==> src/rtl/alu_acc.sv <==
// alu_acc: small ALU with an iterative shift-add multiplier and a MAC
// accumulator behind valid/ready handshakes on both sides.
//
// Ports:
//   clk        rising-edge clock
//   rst_n      synchronous active-low reset
//   in_valid   operation presented on sel/a/b
//   in_ready   block is idle and can accept an operation
//   sel        opcode: ADD SUB MUL AND OR XOR MAC CLR
//   a, b       unsigned W-bit operands
//   out_valid  result held on out/ovf
//   out_ready  consumer takes the result
//   out        registered 2W-bit result
//   ovf        MAC accumulator wrapped (valid with out_valid)

module alu_acc #(
   parameter int W   = 4,
   parameter int OPW = 3
) (
   input  logic           clk,
   input  logic           rst_n,
   input  logic           in_valid,
   output logic           in_ready,
   input  logic [OPW-1:0] sel,
   input  logic [W-1:0]   a,
   input  logic [W-1:0]   b,
   output logic           out_valid,
   input  logic           out_ready,
   output logic [2*W-1:0] out,
   output logic           ovf
);

   localparam int CW = $clog2(W + 1);

   localparam logic [OPW-1:0] OP_ADD = 3'b000;
   localparam logic [OPW-1:0] OP_SUB = 3'b001;
   localparam logic [OPW-1:0] OP_MUL = 3'b010;
   localparam logic [OPW-1:0] OP_AND = 3'b011;
   localparam logic [OPW-1:0] OP_OR  = 3'b100;
   localparam logic [OPW-1:0] OP_XOR = 3'b101;
   localparam logic [OPW-1:0] OP_MAC = 3'b110;
   localparam logic [OPW-1:0] OP_CLR = 3'b111;

   typedef enum logic [1:0] {
      IDLE = 2'd0,
      MUL  = 2'd1,
      DONE = 2'd2
   } state_t;

   state_t           state_q, state_d;
   logic [OPW-1:0]   op_q, op_d;
   logic [2*W-1:0]   out_q, out_d;
   logic             ovf_q, ovf_d;
   logic [2*W-1:0]   acc_q, acc_d;
   logic [2*W-1:0]   prod_q, prod_d;
   logic [2*W-1:0]   mcand_q, mcand_d;
   logic [W-1:0]     mplr_q, mplr_d;
   logic [CW-1:0]    cnt_q, cnt_d;

   logic [2*W-1:0]   a_x, b_x;
   logic [2*W-1:0]   step;
   logic [2*W:0]     mac;
   logic [2*W-1:0]   alu;
   logic             is_mul;

   assign a_x = {{W{1'b0}}, a};
   assign b_x = {{W{1'b0}}, b};

   // Single-cycle result, evaluated from the operands at the accept edge.
   always_comb begin
      alu = '0;
      unique case (1'b1)
         (sel == OP_ADD): alu = a_x + b_x;
         (sel == OP_SUB): alu = a_x - b_x;
         (sel == OP_AND): alu = a_x & b_x;
         (sel == OP_OR):  alu = a_x | b_x;
         (sel == OP_XOR): alu = a_x ^ b_x;
         default:         alu = '0;
      endcase
   end

   assign is_mul = (sel == OP_MUL) || (sel == OP_MAC);

   // One multiplier bit per cycle; the last step's sum is the product.
   assign step = prod_q + (mplr_q[0] ? mcand_q : '0);
   assign mac  = {1'b0, acc_q} + {1'b0, step};

   always_comb begin
      state_d = state_q;
      op_d    = op_q;
      out_d   = out_q;
      ovf_d   = ovf_q;
      acc_d   = acc_q;
      prod_d  = prod_q;
      mcand_d = mcand_q;
      mplr_d  = mplr_q;
      cnt_d   = cnt_q;
      unique case (state_q)
         IDLE: begin
            if (in_valid) begin
               op_d = sel;
               if (is_mul) begin
                  state_d = MUL;
                  prod_d  = '0;
                  mcand_d = a_x;
                  mplr_d  = b;
                  cnt_d   = '0;
               end else begin
                  state_d = DONE;
                  out_d   = alu;
                  ovf_d   = 1'b0;
                  if (sel == OP_CLR) begin
                     acc_d = '0;
                  end
               end
            end
         end
         MUL: begin
            prod_d  = step;
            mcand_d = mcand_q << 1;
            mplr_d  = mplr_q >> 1;
            cnt_d   = cnt_q + 1'b1;
            if (cnt_q == CW'(W - 1)) begin
               state_d = DONE;
               if (op_q == OP_MAC) begin
                  out_d = mac[2*W-1:0];
                  ovf_d = mac[2*W];
                  acc_d = mac[2*W-1:0];
               end else begin
                  out_d = step;
                  ovf_d = 1'b0;
               end
            end
         end
         DONE: begin
            if (out_ready) begin
               state_d = IDLE;
            end
         end
         default: state_d = IDLE;
      endcase
   end

   always_ff @(posedge clk) begin
      if (!rst_n) begin
         state_q <= IDLE;
         op_q    <= OP_ADD;
         out_q   <= '0;
         ovf_q   <= 1'b0;
         acc_q   <= '0;
         prod_q  <= '0;
         mcand_q <= '0;
         mplr_q  <= '0;
         cnt_q   <= '0;
      end else begin
         state_q <= state_d;
         op_q    <= op_d;
         out_q   <= out_d;
         ovf_q   <= ovf_d;
         acc_q   <= acc_d;
         prod_q  <= prod_d;
         mcand_q <= mcand_d;
         mplr_q  <= mplr_d;
         cnt_q   <= cnt_d;
      end
   end

   assign in_ready  = (state_q == IDLE);
   assign out_valid = (state_q == DONE);
   assign out       = out_q;
   assign ovf       = ovf_q;

endmodule

==> config.mk <==
export PLATFORM = sky130hd
export DESIGN_NAME = alu_acc
export DESIGN_NICKNAME = d
export VERILOG_FILES = /design/src/rtl/alu_acc.sv
export SDC_FILE = /design/constraint.sdc
export NUM_CORES = 1
export LEC_CHECK = 0
export CAP_MARGIN = 30
export CORE_MARGIN = 5
export CORE_UTILIZATION = 46
export CTS_CLUSTER_DIAMETER = 60
export DETAILED_ROUTE_END_ITERATION = 8
export HOLD_SLACK_MARGIN = 0.06
export PLACE_DENSITY = 0.68
export SYNTH_ARGS = -nofsm -noshare
export SYNTH_HDL_FRONTEND = slang
export SYNTH_SLANG_ARGS = --single-unit
==> constraint.sdc <==
create_clock -name clk -period 2.8 [get_ports clk]
set_input_delay 0.56 -clock clk [delete_from_list [all_inputs] [get_ports clk]]
set_output_delay 0.56 -clock clk [all_outputs]
set_load 0.03 [all_outputs]
[Word level (Yosys, flattened, before mapping)]
Cells that the tools add are included.
Storage, ports and cells
  flip-flop bits (word level): 45
  output and inout port bits: 11
  input port bits: 15
  logic and storage cells: 79
Cells by class
  bitwise gates (word level): 3
  reduce and logical (&&, ||, !) cells: 9
  equality and inequality tests: 18
  mux-type cells: 35
  add/sub/neg operators: 5
Operators by type and width (number)
  8-bit 2-to-1 mux: 14
  8-bit case mux with 2 select lines: 4
  8-bit case mux with 5 select lines: 1
  3-bit == test, second input constant: 5
  8-bit by 8-bit adder with 9-bit output: 1
  3-bit by 2-bit == test with 1-bit output, second input constant: 3
  8-bit adder: 1
  2-bit 2-to-1 mux: 4
  4-bit 2-to-1 mux: 2
  2-bit inequality test, second input constant: 4
  4-bit case mux with 2 select lines: 1
  3-bit 2-to-1 mux: 2
  2-bit by 1-bit inequality test with 1-bit output, second input constant: 3
  2-bit case mux with 3 select lines: 1
  3-bit case mux with 2 select lines: 1
  3-bit AND reduction: 2
  6-bit AND reduction: 1
  4-bit by 4-bit adder with 5-bit output: 1
  4-bit by 4-bit subtractor with 5-bit output: 1
  4-bit bitwise AND: 1
  1-bit 2-to-1 mux: 4
  4-bit OR: 1
  4-bit AND reduction: 1
  4-bit XOR: 1
  10 further kinds: 10

[Longest topological paths before layout]
  depth in word-level cells: 6
  mapped depth: 13

[Least setup slack after synthesis]
No wires, ideal clock.
  path kind: register -> register
  start: register mplr_q[0]
  end: register out_q[7] (netlist: out[7])
  setup slack: 5 ps
  library setup time: 126 ps
  cell stages (with the launch flop): 14
  required time: 2674 ps
  arrival time: 2669 ps
  path through: dfxtp_1 > and2_1 > ha_1 > fa_1 > nand2_1 > nand2_1 > a21oi_1 > xnor2_1 > ha_1 > nor2b_1 > a311oi_1 > a21oi_1 > xnor2_1 > o211ai_1
Between the ends
  cells in the longest elaborated chain, start to end: 6
Ends and longest elaborated chain
  start: declaration: line 57  | logic [W-1:0] mplr_q, mplr_d;
  start signal: assignment: line 163  | mplr_q <= mplr_d;
  8-bit 2-to-1 mux (*): line 85  | assign step = prod_q + (mplr_q[0] ? mcand_q : '0);
  8-bit adder (*): line 85
  8-bit by 8-bit adder with 9-bit output: line 86  | assign mac = {1'b0, acc_q} + {1'b0, step};
  8-bit 2-to-1 mux (*): line 125  | if (op_q == OP_MAC) begin
  8-bit 2-to-1 mux (*): line 123  | if (cnt_q == CW'(W - 1)) begin
  8-bit case mux with 2 select lines (*): line 98  | unique case (state_q)
  end signal: assignment: line 158  | out_q <= out_d;
  end: declaration: line 52  | logic [2*W-1:0] out_q, out_d;
Every way passes the cells marked *; elsewhere a longest branch is shown, timed or not. The select of a mux whose other input is x is not followed.
A chain may end at the register's enable or synchronous reset.

[Worst setup path in the final report]
  start: register mplr_q[0]
  end: register acc_q[5]
Between the ends
  cells in the longest elaborated chain, start to end: 6
Ends and longest elaborated chain
  8-bit 2-to-1 mux: line 85
  8-bit adder: line 85
  8-bit by 8-bit adder with 9-bit output: line 86
  8-bit 2-to-1 mux: line 125
  8-bit 2-to-1 mux: line 123
  8-bit case mux with 2 select lines: line 98
  end signal: assignment: line 150  | acc_q <= '0;
  end signal: assignment: line 160  | acc_q <= acc_d;
  end: declaration: line 54  | logic [2*W-1:0] acc_q, acc_d;
No other way between the ends. The select of a mux whose other input is x is not followed.

==> flow_metrics.tcl <==
set metrics [dict create \
    run_status "complete, but fails checks" \
    violations "negative setup slack" \
    max_stage_delay_ns 0.37 \
    synth_edf_count 0 \
    io_pins 26 \
    post-route-min-period_ns 2.834 \
    grt_pass1_wl_um 12390 \
    fmax_ghz 0.3529 \
    synth.distinct_cells 44 \
    p_leak_uw 0.001683 \
    cts.sinks 45 \
    first_pass_iters 4 \
    clkTransAtPathRegs_ns 0.09 \
    ir_drop_mv 0.2911 \
    critPathSlowestCell "dfxtp_4" \
    num-nets-final 472 \
    critical_path.max_fanout 5 \
    required_ns 3.04 \
    grt_antenna_before_repair 0 \
    viasPerCell 5.707 \
    synth_cells 369 \
    multi_input_comb_area_um2 2202 \
    grt.overflow.total 0 \
    finalSetupViolCount 3 \
    hold_viol_final 0 \
    root_buffer "clkbuf_8" \
    fin_area_um2 3968 \
    first_iter_violations 151 \
    dieArea_um2 8406 \
    cts_tree "yes" \
    ff_latch_area_um2 904.6 \
    yosysWarnings 0 \
    hold_class "flip-flop to flip-flop" \
    maxSlewViolCount 0 \
    drv_cap 0 \
    die_w_um 91.69 \
    start_kind "flip-flop" \
    final_layout_size_suffix_gt1_frac 0.2217 \
    rsz0062_at_grt "yes" \
    final_cell_mix "dfxtp_1, buf_4, nand2_1, nor2b_1, clkdlybuf4s50_1" \
    dp_hpwl_um 5499 \
    cts_buffers 5 \
    setup_slack_ns -0.03369 \
    port_buffers 25 \
    wl_per_cell_um 16.02 \
    worst_skew_pair.late_latency_ns 0.30 \
    setup_tns_ns -0.06021 \
    drcViolationCount 0 \
    cts_hold_buf 0 \
    slew_headroom 0.4083 \
    cp_cell_sequence "and2_4 > ha_4 > fa_2 > nand2_1 > nand2_1 > a21oi_2 > xnor2_2 > ha_1 > nor2b_1 > a311oi_1 > buf_4 > xnor2_2 > nand4_1 > a21boi_1" \
    syn_to_final_growth_pct 29.27 \
    grt_max_degree 27 \
    fin_worst_skew_ns 0.01087 \
    cts_max_level 2 \
    crit_type "flip-flop to flip-flop" \
    antennaDiodeCount 0 \
    vias 2859 \
    p_per_area_nw_per_um2 361.5 \
    arrival_ns 3.07 \
    syn_avg_cell_area_um2 8.318 \
    synth_area_um2 3069 \
    grt_pass1_vias 2615 \
    cp-end-kind "flip-flop" \
    ys_ff_latch 45 \
    tightest_slew_ns 0.8842 \
    place_area_um2 3612 \
    fill_cells 537 \
    async_flop_share 0 \
    fin_crit_sh 1.012 \
    ant_nets 0 \
    track_usage 0.1809 \
    synth_ff_type "dfxtp_1" \
    floorplan.die.height_um 91.69 \
    gp_congestion 0.9020 \
    synth_nets 418 \
    ys_seq_area_frac 0.2935 \
    cts_max_path_buffers 2 \
    drt-total-wl_um 8026 \
    initial_utilization 0.4779 \
    core_um2 6422 \
    num_rows 29 \
]
[layer usage]
metal / vias up / GRT usage / routed length (um)
met2: 71 / 0.2745 / 3627
li1: 1415 / - / -
met4: 0 / 0.05276 / 161
met3: 13 / 0.04092 / 358
met5: - / 0 / 0
met1: 1360 / 0.2564 / 3879
[cell usage after synthesis, types with 2 or more instances]
cell       n  share of area
o22ai_1    5          0.010
nor3b_1    2         0.0049
fa_1       4          0.026
ha_1      30           0.12
inv_1     19          0.023
dfxtp_1   45           0.29
xor2_1     5          0.014
o21ai_0   13          0.021
nand3_1    9          0.015
o41ai_1    2         0.0057
mux2i_1    5          0.016
nor2_1    21          0.026
nor3_1     5         0.0082
o21bai_1   2         0.0049
a211oi_1   3         0.0073
and3_1     3         0.0061
nand2b_1   2         0.0041
nand4_1    4         0.0082
mux2_2     3          0.011
xnor2_1   10          0.029
a22oi_1   21          0.051
nand2_1   29          0.035
and2_1    10          0.020
o211ai_1  10          0.024
a21boi_0   5          0.012
clkbuf_1  21          0.026
a21oi_1   21          0.034
o211a_1    7          0.023
a21o_1     4         0.0098
a31oi_1    5          0.010
or2_2      2         0.0041
o21a_1     3         0.0073
nor2b_1   28          0.057
[area by class of cell]
type                       instances  area share
timing repair buffer              70      0.1492
inverter                          19     0.01798
multi-input combinational        282      0.5550
clock inverter                     1    0.001261
sequential                        45      0.2280
tap                               77     0.02428
clock buffer                       7     0.02428
[what timing repair did]
item,CTS,global route
setup endpoints to repair,6,8
resized for setup,7,35
pin swaps,7,30
buffers inserted,0,7
[where the power goes]
part | internal (uW) | leakage, uW | switching, uW
Combinational | 138 | 0.00126 | 163
Sequential | 663 | 0.000366 | 16.8
Clock | 224 | 0.0000542 | 230
[kinds of logic (layout without fill, tap and decap cells)]
kind of cell               after synthesis  after routing  synth area share
buffers and inverters                   42             97           0.05300
adders and majority gates               34             34            0.1484
DFF                                     45             45            0.2935
xor gates and xnor gates                15             15           0.04280
AOI/OAI and AO/OA                      108            108            0.2413
and+or+nand+nor                        117            117            0.1936
muxes                                    8              8           0.02731
[final timing paths]
kind                                              from  slack (ns)  depth (start not counted)               endpoint
worst max-delay path            mplr_q[0]$_SDFFE_PN0P_       -0.03                         14  acc_q[5]$_SDFFE_PN0P_
worst min-delay path             acc_q[6]$_SDFFE_PN0P_        0.46                          2  acc_q[6]$_SDFFE_PN0P_
worst max register to register  mplr_q[0]$_SDFFE_PN0P_       -0.03                         14  acc_q[5]$_SDFFE_PN0P_
worst min register to register   acc_q[6]$_SDFFE_PN0P_        0.46                          2  acc_q[6]$_SDFFE_PN0P_
[state kept, by name, indices dropped and copies added, names as in the netlist]
signal,cells
mcand_q,8
cnt_q,3
ovf,1
prod_q,8
state_q,2
acc_q,8
mplr_q,4
op_q,3
out,8
[worst max-delay path: cells and delay by family (launching register included)]
kind / cells / cell delay, ns
buffers and inverters: 1 / 0.19
XOR/XNOR: 2 / 0.25
AND/OR/NAND/NOR: 5 / 0.55
flip-flops: 1 / 0.37
adder cells (fa/ha/maj): 3 / 0.80
AO/OA/AOI/OAI: 3 / 0.59
[through the flow]
stage	worst slack [ns]	hold slack, ns	total power [uW]	utilization	std cells
final	-0.03369	0.4609	1434	0.6178	501
after global routing	-0.1418	0.4875	1504	0.6178	501
after CTS	0.005829	0.4716	1435	0.5813	494
after detailed placement	-0.05477	0.4614	987.5	0.5624	486
after global placement	-0.04182	0.4505	985.0	0.5624	486
after floorplan	0.005338	0.4350	872.3	-	369
No activity file was read; power rests on OpenSTA's default activity.
